`src/rtl/sw_debounce_pkg.sv`:
```
// Shared types and helpers for the slide-switch debouncer.
// Holds the per-cell state encoding and the counter-width rule.
package sw_debounce_pkg;

    typedef enum logic {
        IDLE  = 1'b0,
        COUNT = 1'b1
    } db_state_t;

    localparam int DEF_DB_CYCLES = 1_000_000;

    // The counter must be able to hold DB_CYCLES-1 at minimum.
    function automatic int db_cnt_w(input int n);
        return $clog2(n + 1);
    endfunction

endpackage

```
`src/rtl/db_cell.sv`:
```
// Single-bit debouncer: two-flop synchroniser, stability counter and level register.
// Optional edge pulses are built only when SW_DEBOUNCE_EDGE_EN is defined.
module db_cell
    import sw_debounce_pkg::*;
#(
    parameter int DB_CYCLES = DEF_DB_CYCLES,
    parameter int CNT_W     = db_cnt_w(DEF_DB_CYCLES)
) (
    input  logic clk,
    input  logic rst,
    input  logic pin,
    output logic db,
    output logic rise,
    output logic fall
);

    localparam logic [CNT_W-1:0] CNT_LAST = CNT_W'(DB_CYCLES - 1);
    localparam logic [CNT_W-1:0] CNT_ONE  = CNT_W'(1);

    logic             s1_reg;
    logic             s2_reg;
    logic             db_reg;
    logic             db_next;
    db_state_t        state_reg;
    db_state_t        state_next;
    logic [CNT_W-1:0] cnt_reg;
    logic [CNT_W-1:0] cnt_next;
    logic             accept;

    always_ff @(posedge clk or posedge rst) begin
        if (rst) begin
            s1_reg    <= 1'b0;
            s2_reg    <= 1'b0;
            db_reg    <= 1'b0;
            state_reg <= IDLE;
            cnt_reg   <= '0;
        end else begin
            s1_reg    <= pin;
            s2_reg    <= s1_reg;
            db_reg    <= db_next;
            state_reg <= state_next;
            cnt_reg   <= cnt_next;
        end
    end

    always_comb begin
        state_next = state_reg;
        cnt_next   = cnt_reg;
        db_next    = db_reg;
        accept     = 1'b0;
        case (state_reg)
            IDLE: begin
                if (s2_reg != db_reg) begin
                    state_next = COUNT;
                    cnt_next   = CNT_ONE;
                end
            end
            COUNT: begin
                if (s2_reg == db_reg) begin
                    // Input fell back before the window expired: bounce rejected.
                    state_next = IDLE;
                    cnt_next   = '0;
                end else if (cnt_reg == CNT_LAST) begin
                    state_next = IDLE;
                    cnt_next   = '0;
                    db_next    = s2_reg;
                    accept     = 1'b1;
                end else begin
                    cnt_next = cnt_reg + CNT_ONE;
                end
            end
            default: begin
                state_next = IDLE;
                cnt_next   = '0;
            end
        endcase
    end

    assign db = db_reg;

`ifdef SW_DEBOUNCE_EDGE_EN
    logic rise_reg;
    logic fall_reg;

    // Pulses land on the same edge as the level update, so they line up with the new db.
    always_ff @(posedge clk or posedge rst) begin
        if (rst) begin
            rise_reg <= 1'b0;
            fall_reg <= 1'b0;
        end else begin
            rise_reg <= accept & s2_reg;
            fall_reg <= accept & ~s2_reg;
        end
    end

    assign rise = rise_reg;
    assign fall = fall_reg;
`else
    logic unused_accept;
    assign unused_accept = accept;
    assign rise          = 1'b0;
    assign fall          = 1'b0;
`endif

endmodule

```
`src/rtl/sw_debounce.sv`:
```
// Slide-switch input conditioner: one db_cell per switch bit, wiring only.
// Define SW_DEBOUNCE_EDGE_EN to build the sw_rise/sw_fall pulse outputs.
module sw_debounce
    import sw_debounce_pkg::*;
#(
    parameter int WIDTH     = 8,
    parameter int DB_CYCLES = DEF_DB_CYCLES,
    parameter int CNT_W     = db_cnt_w(DB_CYCLES)
) (
    input  logic             clk,
    input  logic             rst,
    input  logic [WIDTH-1:0] sw_pin,
    output logic [WIDTH-1:0] sw_db,
    output logic [WIDTH-1:0] sw_rise,
    output logic [WIDTH-1:0] sw_fall
);

    genvar gi;
    generate
        for (gi = 0; gi < WIDTH; gi++) begin : g_cell
            db_cell #(
                .DB_CYCLES (DB_CYCLES),
                .CNT_W     (CNT_W)
            ) u_cell (
                .clk  (clk),
                .rst  (rst),
                .pin  (sw_pin[gi]),
                .db   (sw_db[gi]),
                .rise (sw_rise[gi]),
                .fall (sw_fall[gi])
            );
        end
    endgenerate

endmodule

```
`config.mk`:
```
export PLATFORM = sky130hd
export DESIGN_NAME = sw_debounce
export DESIGN_NICKNAME = d
export VERILOG_FILES = /design/src/rtl/sw_debounce_pkg.sv /design/src/rtl/db_cell.sv /design/src/rtl/sw_debounce.sv
export SDC_FILE = /design/constraint.sdc
export NUM_CORES = 1
export LEC_CHECK = 0
export BUFFER_PORTS_ARGS = -buffer_cell sky130_fd_sc_hd__buf_2
export CAP_MARGIN = 20
export CORE_MARGIN = 10
export CORE_UTILIZATION = 55
export CTS_CLUSTER_DIAMETER = 200
export DETAILED_ROUTE_END_ITERATION = 8
export PLACE_DENSITY = 0.72
export SYNTH_ARGS = -nofsm -noshare
export SYNTH_HDL_FRONTEND = slang
export SYNTH_HIERARCHICAL = 1
export SYNTH_SLANG_ARGS = --single-unit
```
`constraint.sdc`:
```
create_clock -name clk -period 4.2 [get_ports clk]
set_clock_uncertainty 0.05 [all_clocks]
set_input_delay 0.21 -clock clk [delete_from_list [all_inputs] [get_ports clk]]
set_output_delay 0.21 -clock clk [all_outputs]
set_load 0.005 [all_outputs]
```
# Word level (Yosys, flattened, before mapping)
# Cells that the tools add are included.
[totals]
out_inout_bits = 24
wordCells = 168
regBits = 192
input_bits = 10
[classes]
eq_ne = 32
bitwise = 16
addsub = 8
n_mux = 64
reduce_logical = 8
[ops]
columns = ["op", "n"]
rows = [
  ["$mux W20", 24],
  ["$pmux W20 S2", 8],
  ["$add A20 B1 Y20 const B", 8],
  ["$eq A20 B20 Y1 const B", 8],
  ["$mux W1", 24],
  ["$reduce_and A3 Y1", 8],
  ["$ne A2 B1 Y1 const B", 8],
  ["$not A1 Y1", 16],
  ["$pmux W1 S2", 8],
  ["$eq A1 B1 Y1", 8],
  ["$ne A1 B1 Y1", 8],
]

# Longest topological paths before layout
# Gate-level depths: netlist (run 1).
[logic_depth]
word_depth = 4
depth_mapped = 8
mapped_depth_nobuf = 6

# By module
# Netlist (run 1), hierarchy kept.
[modules_own_cells]
columns = ["module", "cells_each", "area_per_inst_um2", "n_inst", "seq_area_each_um2"]
rows = [
  ["db_cell", 139, 1348.8, 8, 600.6],
]

# Worst setup path after synthesis (run 1)
# No wires, ideal clock.
[synth_path]
kind = "reg-to-reg"
startpoint = "register g_cell[0].u_cell.cnt_reg[0]"
endpoint = "register g_cell[0].u_cell.cnt_reg[18]"
arrival_time_ps = 1649
setup_time_ps = 69
required_ps = 4081
stages_incl_launch_ff = 7
path_slack_ps = 2432
n_path_buf = 0
synth_period_minus_slack_ps = 1768
path_cell_list = "dfrtp_1 ha_1 nand4_4 nor3_4 nand3_1 or4_1 nand3_1"
[synth_via]
elab_chain_len = 4
word_cells_on_any_way = 5
cone_classes = "add/sub (1); eq/ne (1); mux (3)"
[synth_rtl]
columns = ["element", "line", "text"]
rows = [
  ["start: declaration", "db_cell.sv:26", "logic [CNT_W-1:0] cnt_reg;"],
  ["start signal: assignment", "db_cell.sv:42", "cnt_reg <= cnt_next;"],
  ["$add A20 B1 Y20 / $eq A20 B20 Y1 (equally long branches)", "db_cell.sv:69, db_cell.sv:63", ""],
  ["$mux W20 *", "db_cell.sv:63", "end else if (cnt_reg == CNT_LAST) begin"],
  ["$mux W20 *", "db_cell.sv:59", "if (s2_reg == db_reg) begin"],
  ["$pmux W20 S2 *", "db_cell.sv:51", "case (state_reg)"],
]
# Every way passes the cells marked *; elsewhere a longest branch is shown, timed or not.
# A chain may end at the register's enable or synchronous reset.

# Final worst setup path (run 1)
[layout_path]
startpoint = "register g_cell[2].u_cell.db_reg"
endpoint = "register g_cell[2].u_cell.cnt_reg[17]"
[layout_via]
elab_chain_len = 3
word_cells_on_any_way = 5
cone_classes = "eq/ne (3); mux (2)"
[layout_rtl]
columns = ["element", "line", "text"]
rows = [
  ["start: declaration", "db_cell.sv:22", "logic db_reg;"],
  ["start signal: assignment", "db_cell.sv:40", "db_reg <= db_next;"],
  ["$eq A1 B1 Y1", "db_cell.sv:59", ""],
  ["$mux W20", "db_cell.sv:59", ""],
  ["$pmux W20 S2", "db_cell.sv:51", ""],
  ["end signal: assignment", "db_cell.sv:42", ""],
  ["end: declaration", "db_cell.sv:26", ""],
]
# Parallel ways exist; a longest one is shown, timed or not.

==> results of run 1 <==
## worst paths after layout
| path | depth (start not counted) | slack (ns) | to | startpoint |
|---|---|---|---|---|
| worst max-delay path | 5 | 1.95 | g_cell[2].u_cell/cnt_reg[17] | g_cell[2].u_cell/db |
| worst min-delay path | 0 | 0.30 | g_cell[7].u_cell/s2_reg | g_cell[7].u_cell/s1_reg |
| worst max register to register | 5 | 1.95 | g_cell[2].u_cell/cnt_reg[17] | g_cell[2].u_cell/db |
| worst min register to register | 0 | 0.30 | g_cell[7].u_cell/s2_reg | g_cell[7].u_cell/s1_reg |
| max in group asynchronous | 3 | 2.90 | g_cell[6].u_cell/cnt_reg[16] | rst |
| min in group asynchronous | 3 | 0.45 | g_cell[0].u_cell/cnt_reg[11] | rst |
## per-layer routing
metal	wire length [um]	GRT usage, %	part of all wire, %	up-vias
met5	0	0	0	-
met4	223	5.09	1.1	0
met3	540	2.72	2.6	18
met2	9910	26.3	47	108
met1	10300	23.0	49	4069
li1	-	-	-	4073
## cell families after synthesis
kind of cell / Yosys count / synth area share, %
AND/OR/NAND/NOR: 456 / 25.0
AO/OA/AOI/OAI: 312 / 18.7
flip-flops: 192 / 44.5
buffers and inverters: 88 / 5.66
XOR/XNOR: 24 / 2.50
multiplexers: 24 / 2.32
adder cells (fa/ha/maj): 8 / 0.928
other: 8 / 0.278
## synth_stat cells, types with 16 or more instances
| cell type | n |
|---|---|
| xnor2_1 | 16 |
| nand3_1 | 88 |
| and3_1 | 32 |
| dfrtp_1 | 192 |
| a21oi_1 | 56 |
| nor2_1 | 64 |
| nand2_1 | 120 |
| or3_1 | 16 |
| nand4_1 | 40 |
| inv_1 | 24 |
| buf_6 | 24 |
| buf_4 | 24 |
| a22o_1 | 24 |
| a41oi_1 | 24 |
| o21ai_0 | 72 |
| mux2i_1 | 16 |
| o21a_1 | 16 |
| a21o_1 | 24 |
| a31oi_1 | 64 |
| nor4b_2 | 16 |
## timing repair
action                                 in CTS  in global routing
endpoints found under the hold margin       8                 11
hold buffers                                8                  1
resized for setup                           0                  0
buffers inserted                            0                  0
## stage by stage
stage          hold slack [ns]  cell area [um^2]
3_5_place_dp             0.270             10700
4_1_cts                 0.0742             11400
6_report                 0.297             11400
5_1_grt                  0.306             11400
3_3_place_gp             0.270             10700
2_1_floorplan            0.175             10800
## worst max-delay path: cells and delay by family (launching register included)
| family | cells | cell delay [ns] |
|---|---|---|
| AO/OA/AOI/OAI | 3 | 1.28 |
| flip-flops | 1 | 0.41 |
| XOR/XNOR | 1 | 0.26 |
| AND/OR/NAND/NOR | 1 | 0.16 |
## power groups by stage
stage | clock network [uW] | logic [uW] | registers, uW
final | 1610 | 240 | 1940
after global routing | 1730 | 277 | 1940
after CTS | 1650 | 240 | 1930
after detailed placement | 0 | 234 | 1970
after global placement | 0 | 227 | 1970
after floorplan | 0 | 212 | 1960
## final cells by class
| cell class | instances | area, um^2 | area share (%) |
|---|---|---|---|
| flip-flops and latches | 192 | 4800 | 42.1 |
| multi-input cells | 840 | 5410 | 47.4 |
| repair buffers | 27 | 190 | 1.67 |
| clock buffers | 20 | 447 | 3.92 |
| well taps | 265 | 332 | 2.91 |
| clock inverters | 10 | 139 | 1.22 |
| inverters | 24 | 90.1 | 0.790 |
## layout by cell type (no fill, tap or decap), types with 9 or more instances in the layout
cell type / instances
a41oi_1: 24
a31oi_1: 64
nand2_1: 120
o21a_1: 16
o21ai_0: 72
nor4b_2: 16
nor2_1: 64
mux2i_1: 16
xnor2_1: 16
a22o_1: 24
nand3_1: 88
dlygate4sd3_1: 9
buf_2: 17
or3_1: 16
a21oi_1: 56
conb_1: 16
clkbuf_16: 17
and3_1: 32
nand4_1: 40
dfrtp_1: 192
a21o_1: 24
inv_1: 24
==> summary.md, run 1 <==
| Metric | Value |
|---|---|
| Status | `complete, no violations` |
| Slew HR | `37.7%` |
| Clk_lat worst skew | `approximately 0.43 ns` |
| Layout cells sized above 1 | `9.88%` |
| Achievable clock frequency | `around 440 MHz` |
| DP Worst Slack | `approximately 2.0 ns` |
| Cell Pwr Density | `about 330 mW/mm^2` |
| Die height | `160 um` |
| Setup violators final | `0` |
| CP max stage delay | `0.86 ns` |
| Final Cycle Share | `about 54%` |
| Initial core utilization | `about 56%` |
| RSZ-0062 raised after global routing | `false` |
| Global placer's final weighted congestion | `around 0.82` |
| CTS tree | `built` |
| PortBufs | `17` |
| Avg WL per Cell | `approximately 15 um` |
| Sequential power share | `51.1%` |
| Share of the synthesized area in the top cell type | `between 40% and 50%` |
| Vias in the first global route | `roughly 8000` |
| Worst EP arrival | `between 2 and 3 ns` |
| Post-synth EDFFs | `0` |
| Sequential share of the synthesized area | `between 40 and 50%` |
| Avg Vias per Cell | `6.00` |
| Overflow after GRT | `0` |
| Final min period | `about 2.3 ns` |
| Clk pwr share | `42.6%` |
| H-tree levels | `4` |
| DR pass1 iterations | `5` |
| Mapped Cells | `~1100` |
| Max-cap violations | `0` |
| Core box area | `0.0194 mm^2` |
| P_leak | `0.00492 uW` |
| Req. time, crit path | `about 4.5 ns` |
| Layout area overhead | `5.72%` |
| Placed insts | `around 1300` |
| Total power | `3790 uW` |
| DR iter-0 viols | `roughly 490` |
| CP Class | `flop to flop` |
| Nets | `between 1000 and 1500` |
| Critical path's slowest cell | `o21ba_1` |
| Maximum clock insertion buffer count | `2` |
| Prevailing post-synth register cell | `dfrtp_1` |
| CP endpoint kind | `flop` |
| Cell variety after synth | `40` |
| Internal | `between 2000 and 3000 uW` |
| Half-perimeter wire length after placement | `between 10000 and 15000 um` |
| Main area contributors after synthesis | `dfrtp_1 (45%), nand2_1 (4.2%), nand3_1 (4.1%)` |
| Setup_tns | `0 ns` |
| Drc violations | `0` |
| Total CTS buffers | `17` |
| Antenna diodes | `0` |
| CP Max Fanout | `27` |
| Post-Layout Cell Count | `roughly 1400` |
| CP startpoint kind | `flop` |
| Initial antenna violation count | `0` |
| Max-slew violations | `0` |
| Max FFs per register | `160` |
| Num rows | `approximately 50` |
| Syn Area/Cell | `between 9 and 10 um^2` |
| Setup ws final | `between 1.5 and 2 ns` |
| Final Hold Fails | `0` |
| Maximum VDD drop | `approximately 280 uV` |
| Total GRT Usage | `roughly 17%` |
| Sink Count | `between 150 and 200` |
| Final core occ | `58.8%` |
| Switch Pwr | `approximately 880 uW` |
| Worst-path cell chain | `xor2_2, nand2_1, o21ba_1, a41oi_1, a31oi_1` |
| Root Driver | `clkbuf_16` |
| Worst-margin pin slew | `about 0.93 ns` |
| Reg clk slew, reported paths | `~0.070 ns` |
| DIE WIDTH | `~160 um` |
| Synthesis Warnings | `6` |
| First-pass GRT wire length | `approximately 37000 um` |
| FF+latch count, synth | `192` |
| Largest net degree at the start of global routing | `28` |
| Comb pwr share | `under 10%` |
| Routed wire length | `21000 um` |
| DR vias | `approximately 8300` |
| Net Sw Frac | `between 20% and 30%` |
| Num ports | `34` |
| Hold Path Class | `flop to flop` |
| Yosys top cell by area | `dfrtp_1` |
| FFs w/ async S/R, synth | `between 90% and 100%` |
| FILL cells | `around 1700` |
| Syn Std Cell Area | `0.0108 mm^2` |
| Final ANT Viol Nets | `0` |
| Die Area | `~0.026 mm^2` |
(Power assumes the default switching activity.)
==> run 2, diff against run 1 <==
--- a/config.mk
+++ b/config.mk
@@ -11,7 +11,7 @@
 export CORE_UTILIZATION = 55
 export CTS_CLUSTER_DIAMETER = 200
 export DETAILED_ROUTE_END_ITERATION = 8
-export PLACE_DENSITY = 0.72
+export PLACE_DENSITY = 0.75
 export SYNTH_ARGS = -nofsm -noshare
 export SYNTH_HDL_FRONTEND = slang
 export SYNTH_HIERARCHICAL = 1
==> constraint.sdc (replaced) <==
create_clock -name clk -period 2 [get_ports clk]
set_clock_uncertainty 0.05 [all_clocks]
set_input_delay 0.1 -clock clk [delete_from_list [all_inputs] [get_ports clk]]
set_output_delay 0.1 -clock clk [all_outputs]
set_load 0.005 [all_outputs]
==> run 2 against run 1 <==
Global-route usage rose by 0.51 points. Sequential power increased by 110%. Sequential share of layout area fell by 2.4 points. Die area stayed put. Critical endpoint is now g_cell[1].u_cell/cnt_reg[18]. First-iteration DRC count increased by 7.4%. Worst setup slack worse by 1.8 ns. Clock power increased by 120%. Highest routed layer unchanged. Via count rose by 4.7%. Non-clock buffer count rose by 89.
==> summary.md, run 2 (synthesized netlist as in run 1, its figures left out) <==
| Metric | Value |
|---|---|
| Worst-path cell chain | `ha_1, nand4_4, nor3_4, nand3_1, or4_1, nand3_1 (was xor2_2, nand2_1, o21ba_1, a41oi_1, a31oi_1)` |
| Flop2flop setup slack | `0.10 ns (was 1.95 ns)` |
| Req. time, crit path | `2.32 ns (was 4.49 ns)` |
| Setup ws final | `0.103 ns (was 1.95 ns)` |
| Max-slew violations | `0 (unchanged)` |
| Antenna diodes | `0 (unchanged)` |
| Cell Pwr Density | `675 mW/mm^2 (was 332 mW/mm^2)` |
| Final Cycle Share | `94.9% (was 53.6%)` |
| Register area | `0.00480 mm^2 (unchanged)` |
| Critical Path Most Common Cell | `nand3_1` |
| Total GRT Usage | `17.2% (was 16.6%)` |
| CP startpoint kind | `flop (unchanged)` |
| Final Hold Fails | `0 (unchanged)` |
| DIE WIDTH | `160 um (unchanged)` |
| DR vias | `8653 (was 8268)` |
| CP endpoint kind | `flop (unchanged)` |
| Num ports | `34 (unchanged)` |
| Maximum VDD drop | `604 uV (was 283 uV)` |
| Crit path max-delay family | `simple AND/OR/NAND/NOR gates (was compound AO/OA/AOI/OAI gates)` |
| Hold Crit Endpoint | `g_cell[0].u_cell/s1_reg (was g_cell[7].u_cell/s2_reg)` |
| Overflow after GRT | `0 (unchanged)` |
| Setup_tns | `0 ns (unchanged)` |
| H-tree levels | `4 (unchanged)` |
| Hold Path Stages | `2 (was 0)` |
| Worst-margin pin slew | `0.906 ns (was 0.933 ns)` |
| Worst EP arrival | `2.22 ns (was 2.54 ns)` |
| CP max stage delay | `0.44 ns (was 0.86 ns)` |
| DP Worst Slack | `0.0812 ns (was 1.98 ns)` |
| DP Area | `0.0114 mm^2 (was 0.0107 mm^2)` |
| Worst r2r src | `g_cell[1].u_cell/cnt_reg[0] (was g_cell[2].u_cell/db)` |
| Avg Vias per Cell | `5.89 (was 6.00)` |
| Layout cells sized above 1 | `17.3% (was 9.88%)` |
| Worst Path Buf+Inv | `0 (unchanged)` |
| Half-perimeter wire length after placement | `15200 um (was 14100 um)` |
| P_leak | `0.00539 uW (was 0.00492 uW)` |
| Final ANT Viol Nets | `0 (unchanged)` |
| Die Area | `0.0256 mm^2 (unchanged)` |
| Placed insts | `1428 (was 1338)` |
| Total CTS buffers | `17 (unchanged)` |
| Critical path's slowest cell | `dfrtp_1 (was o21ba_1)` |
| Core box area | `0.0194 mm^2 (unchanged)` |
| Achievable clock frequency | `527 MHz (was 444 MHz)` |
| Most frequent cells in the layout | `dfrtp_1 (192), nand2_1 (120), buf_4 (90), nand3_1 (88), o21ai_0 (72) (was dfrtp_1 (192), nand2_1 (120), nand3_1 (88), o21ai_0 (72))` |
| DR pass1 iterations | `5 (unchanged)` |
| FILL cells | `1598 (was 1702)` |
| Reg clk slew, reported paths | `0.07 ns (about the same)` |
| Post-Layout Cell Count | `1469 (was 1378)` |
| Slew HR | `39.5% (was 37.7%)` |
| Nets | `1209 (was 1120)` |
| Postcts setup bufs | `0 (unchanged)` |
| Initial antenna violation count | `0 (unchanged)` |
| CP Max Fanout | `6 (was 27)` |
| Hold path startpoint | `sw_pin[0] (was g_cell[7].u_cell/s1_reg)` |
| Setup violators final | `0 (unchanged)` |
| Largest net degree at the start of global routing | `25 (was 28)` |
| Hold Path Class | `input port to flop (was flop to flop)` |
| Worst reg-to-reg path cell count | `6 (was 5)` |
| Drc violations | `0 (unchanged)` |
| Num rows | `51 (unchanged)` |
| Max FFs per register | `160 (unchanged)` |
| Clk_lat worst skew | `0.43 ns (about the same)` |
| Vias in the first global route | `8342 (was 7885)` |
| Finished Cell Area | `0.0121 mm^2 (was 0.0114 mm^2)` |
| PortBufs | `17 (unchanged)` |
| Final core occ | `62.4% (was 58.8%)` |
| First-pass GRT wire length | `38500 um (was 37300 um)` |
| CTS tree | `built (unchanged)` |
| Initial core utilization | `55.6% (unchanged)` |
| Routed wire length | `21800 um (was 21000 um)` |
| CP Class | `flop to flop (unchanged)` |
| Die height | `160 um (unchanged)` |
| Final min period | `1.90 ns (was 2.25 ns)` |
| Layout area overhead | `12.2% (was 5.72%)` |
| Max-cap violations | `0 (unchanged)` |
| Multi-input gate area | `0.00541 mm^2 (about the same)` |
| Global placer's final weighted congestion | `0.853 (was 0.823)` |
| Status | `complete, no violations (unchanged)` |
| Sink Count | `192 (unchanged)` |
| RSZ-0062 raised after global routing | `false (unchanged)` |
| Avg WL per Cell | `14.8 um (was 15.2 um)` |
| Root Driver | `clkbuf_16 (unchanged)` |
| Maximum clock insertion buffer count | `2 (unchanged)` |
| Reg2reg end | `g_cell[1].u_cell/cnt_reg[18] (was g_cell[2].u_cell/cnt_reg[17])` |
| DR iter-0 viols | `522 (was 486)` |
| Most common cell after layout, fill and taps aside | `dfrtp_1 (unchanged)` |
-- run 2: changes by cell type in the layout (fill, tap and decap cells not counted), sizes merged --
cell	delta
inv	+2
buf	+89
-- run 2: where the power goes --
part	internal, uW	switching (uW)	leakage, uW
Clock	2040	1470	0.000301
Combinational	236	379	0.00249
Sequential	3960	82.1	0.00260
-- run 2: worst max-delay path by stage --
stage                                            from                            to  cells after the start
after floorplan           g_cell[0].u_cell/cnt_reg[0]  g_cell[0].u_cell/cnt_reg[18]                      6
after global placement    g_cell[5].u_cell/cnt_reg[0]  g_cell[5].u_cell/cnt_reg[18]                      6
after detailed placement  g_cell[5].u_cell/cnt_reg[0]  g_cell[5].u_cell/cnt_reg[18]                      6
after CTS                 g_cell[5].u_cell/cnt_reg[0]  g_cell[5].u_cell/cnt_reg[18]                      6
after global routing      g_cell[7].u_cell/cnt_reg[1]  g_cell[7].u_cell/cnt_reg[14]                      7
final                     g_cell[1].u_cell/cnt_reg[0]  g_cell[1].u_cell/cnt_reg[18]                      6
-- run 2: layout make-up --
class | count | share of cell area (%)
clock buffers | 20 | 3.77
clock inverters | 12 | 1.29
inverters | 24 | 0.744
multi-input cells | 840 | 44.7
flip-flops and latches | 192 | 39.7
well taps | 265 | 2.74
repair buffers | 116 | 7.03
-- run 2: through the flow --
stage          power (uW)  hold WS [ns]
2_1_floorplan        4560        0.0646
3_3_place_gp         4690         0.157
3_5_place_dp         4710         0.160
4_1_cts              8260         0.239
5_1_grt              8510         0.243
6_report             8170         0.258
-- run 2: layer usage --
layer	vias up	track usage, %	wire (um)
li1	4250	-	-
met1	4231	22.8	10300
met2	158	28.2	10700
met3	14	2.90	680
met4	0	5.18	162
met5	-	0	0
-- run 2: what timing repair did --
| item | in CTS | in global routing |
|---|---|---|
| hold buffers | 9 | 0 |
| setup endpoints to repair | 0 | 21 |
| resized for setup | 0 | 6 |
| endpoints found under the hold margin | 200 | 0 |
==> run 3, diff against run 2 <==
--- a/config.mk
+++ b/config.mk
@@ -7,11 +7,13 @@
 export LEC_CHECK = 0
 export BUFFER_PORTS_ARGS = -buffer_cell sky130_fd_sc_hd__buf_2
 export CAP_MARGIN = 20
+export CELL_PAD_IN_SITES_DETAIL_PLACEMENT = 0
+export CELL_PAD_IN_SITES_GLOBAL_PLACEMENT = 1
 export CORE_MARGIN = 10
-export CORE_UTILIZATION = 55
+export CORE_UTILIZATION = 45
 export CTS_CLUSTER_DIAMETER = 200
 export DETAILED_ROUTE_END_ITERATION = 8
-export PLACE_DENSITY = 0.75
+export PLACE_DENSITY_LB_ADDON = 0.1
 export SYNTH_ARGS = -nofsm -noshare
 export SYNTH_HDL_FRONTEND = slang
 export SYNTH_HIERARCHICAL = 1
==> run 3 against run 2 <==
Highest routed layer unchanged. Worst setup slack gained 0.033 ns. Global-route usage shrank 1.2 points. Clock power is essentially flat.
==> summary.md, run 3 (synthesized netlist as in run 1, its figures left out) <==
| Metric | Value |
|---|---|
| Status | `complete, no violations (unchanged)` |
| Slew HR | `66.9% (was 39.5%)` |
| Drc violations | `0 (unchanged)` |
| Worst EP arrival | `2.18 ns (was 2.22 ns)` |
| First-pass GRT wire length | `41500 um (was 38500 um)` |
| Initial antenna violation count | `0 (unchanged)` |
| DR vias | `8582 (was 8653)` |
| Reg clk slew, reported paths | `0.07 ns (about the same)` |
| Hold Path Class | `input port to flop (unchanged)` |
| DP Worst Slack | `0.129 ns (was 0.0812 ns)` |
| Layout cells sized above 1 | `18.7% (was 17.3%)` |
| Total CTS buffers | `17 (unchanged)` |
| Achievable clock frequency | `536 MHz (was 527 MHz)` |
| Crit path max-delay family | `simple AND/OR/NAND/NOR gates (unchanged)` |
| CTS tree | `built (unchanged)` |
| Setup ws final | `0.136 ns (was 0.103 ns)` |
| Maximum clock insertion buffer count | `2 (unchanged)` |
| P_leak | `0.00548 uW (was 0.00539 uW)` |
| Req. time, crit path | `2.31 ns (was 2.32 ns)` |
| CP max stage delay | `0.42 ns (was 0.44 ns)` |
| Layout area overhead | `14.1% (was 12.2%)` |
| Most common cell after layout, fill and taps aside | `dfrtp_1 (unchanged)` |
| Die Area | `0.0306 mm^2 (was 0.0256 mm^2)` |
| Critical Path Most Common Cell | `nand3_1 (unchanged)` |
| RSZ-0062 raised after global routing | `false (unchanged)` |
| Avg WL per Cell | `15.3 um (was 14.8 um)` |
| Avg Vias per Cell | `5.56 (was 5.89)` |
| Overflow after GRT | `0 (unchanged)` |
| Met1 wire length | `11900 um (was 10300 um)` |
| Max FFs per register | `160 (unchanged)` |
| Vias in the first global route | `8344 (was 8342)` |
| Cell Pwr Density | `663 mW/mm^2 (was 675 mW/mm^2)` |
| Worst-path cell chain | `ha_1, nand4_4, nor3_4, nand3_1, or4_1, nand3_1 (unchanged)` |
| Half-perimeter wire length after placement | `16700 um (was 15200 um)` |
| Clk_lat worst skew | `0.43 ns (about the same)` |
| Initial core utilization | `45.8% (was 55.6%)` |
| Antenna diodes | `0 (unchanged)` |
| CP endpoint kind | `flop (unchanged)` |
| Postcts setup bufs | `0 (unchanged)` |
| Largest net degree at the start of global routing | `25 (unchanged)` |
| CP Max Fanout | `5 (was 6)` |
| Global placer's final weighted congestion | `0.803 (was 0.853)` |
| Routed wire length | `23600 um (was 21800 um)` |
| Sink Count | `192 (unchanged)` |
| Num ports | `34 (unchanged)` |
| Worst Path Buf+Inv | `0 (unchanged)` |
| Core box area | `0.0235 mm^2 (was 0.0194 mm^2)` |
| Nets | `1229 (was 1209)` |
| Worst-margin pin slew | `0.495 ns (was 0.906 ns)` |
| Max-slew violations | `0 (unchanged)` |
| Maximum VDD drop | `380 uV (was 604 uV)` |
| Wire length on met3 | `570 um (was 680 um)` |
| Final Cycle Share | `93.2% (was 94.9%)` |
| Root Driver | `clkbuf_16 (unchanged)` |
| Most frequent cells in the layout | `dfrtp_1 (190), nand2_1 (120), buf_4 (110), nand3_1 (88), o21ai_0 (72) (was dfrtp_1 (192), nand2_1 (120), buf_4 (90), nand3_1 (88), o21ai_0 (72))` |
| Max-cap violations | `0 (unchanged)` |
| Setup violators final | `0 (unchanged)` |
| Die height | `175 um (was 160 um)` |
| CP Class | `flop to flop (unchanged)` |
| Met2 Routed Length | `10900 um (was 10700 um)` |
| Final min period | `1.86 ns (was 1.90 ns)` |
| DR pass1 iterations | `5 (unchanged)` |
| DR iter-0 viols | `700 (was 522)` |
| Final ANT Viol Nets | `0 (unchanged)` |
| Total GRT Usage | `15.9% (was 17.2%)` |
| Total power | `8160 uW (was 8170 uW)` |
| Max Used Layer | `met4 (unchanged)` |
| PortBufs | `17 (unchanged)` |
| Final Hold Fails | `0 (unchanged)` |
| CP startpoint kind | `flop (unchanged)` |
| H-tree levels | `4 (unchanged)` |
| Finished Cell Area | `0.0123 mm^2 (was 0.0121 mm^2)` |
| Setup_tns | `0 ns (unchanged)` |
| Critical path's slowest cell | `dfrtp_1 (unchanged)` |
| Num rows | `56 (was 51)` |
| DP Area | `0.0116 mm^2 (was 0.0114 mm^2)` |
| DIE WIDTH | `175 um (was 160 um)` |
-- run 3: cell types whose count changed in the layout (fill, tap and decap cells not counted), sizes merged --
| cell | delta |
|---|---|
| clkinvlp | +1 |
| inv | +1 |
| clkinv | -3 |
| bufinv | -1 |
| buf | +20 |
| clkbuf | +2 |
-- run 3: layer usage --
metal / GRT usage (%) / up-vias
met3: 2.91 / 11
met1: 22.3 / 4173
met5: 0 / -
li1: - / 4287
met2: 24.9 / 111
met4: 4.10 / 0
-- run 3: final timing paths --
check | slack (ns) | startpoint | end | cells after the start
max in group asynchronous | 1.04 | rst | g_cell[3].u_cell/state_reg | 4
min reg2reg | 0.29 | g_cell[4].u_cell/s1_reg | g_cell[4].u_cell/s2_reg | 0
max reg2reg | 0.14 | g_cell[4].u_cell/cnt_reg[1] | g_cell[4].u_cell/cnt_reg[18] | 6
min | 0.25 | sw_pin[1] | g_cell[1].u_cell/s1_reg | 2
min in group asynchronous | 0.27 | rst | g_cell[1].u_cell/s2_reg | 3
max | 0.14 | g_cell[4].u_cell/cnt_reg[1] | g_cell[4].u_cell/cnt_reg[18] | 6
-- run 3: through the flow --
step                      hold WS, ns  util [%]  std cells
final                           0.255      52.3       1543
after global routing            0.244      52.3       1543
after detailed placement        0.160      49.3       1502
after CTS                       0.231      52.2       1543
after global placement          0.158      49.3       1502
after floorplan                0.0646         -       1120
-- run 3: area by class of cell --
class | instances | area (um^2)
multi-input cells | 840 | 5420
clock buffers | 22 | 474
clock inverters | 10 | 124
repair buffers | 136 | 1000
flip-flops and latches | 192 | 4810
inverters | 24 | 90.1
fillers | 2221 | 11200
well taps | 319 | 399
-- run 3: report_power, final --
part	leakage, uW	switching [uW]	internal [uW]
sequential	0.00260	77.0	3960
combinational	0.00259	391	250
clock	0.000288	1520	1960
-- run 3: worst reg2reg max path: stages, from the launching register on --
cell and delay [ns]:
dfrtp_1 0.42, ha_1 0.29, nand4_4 0.19, nor3_4 0.21, nand3_1 0.13, or4_1 0.42, nand3_1 0.09
-- run 3: repair_timing --
action                                  CTS  global route
hold buffers                              9             0
endpoints found under the setup margin    0            13
gates resized for setup                   0             9
hold endpoints to repair                172             0
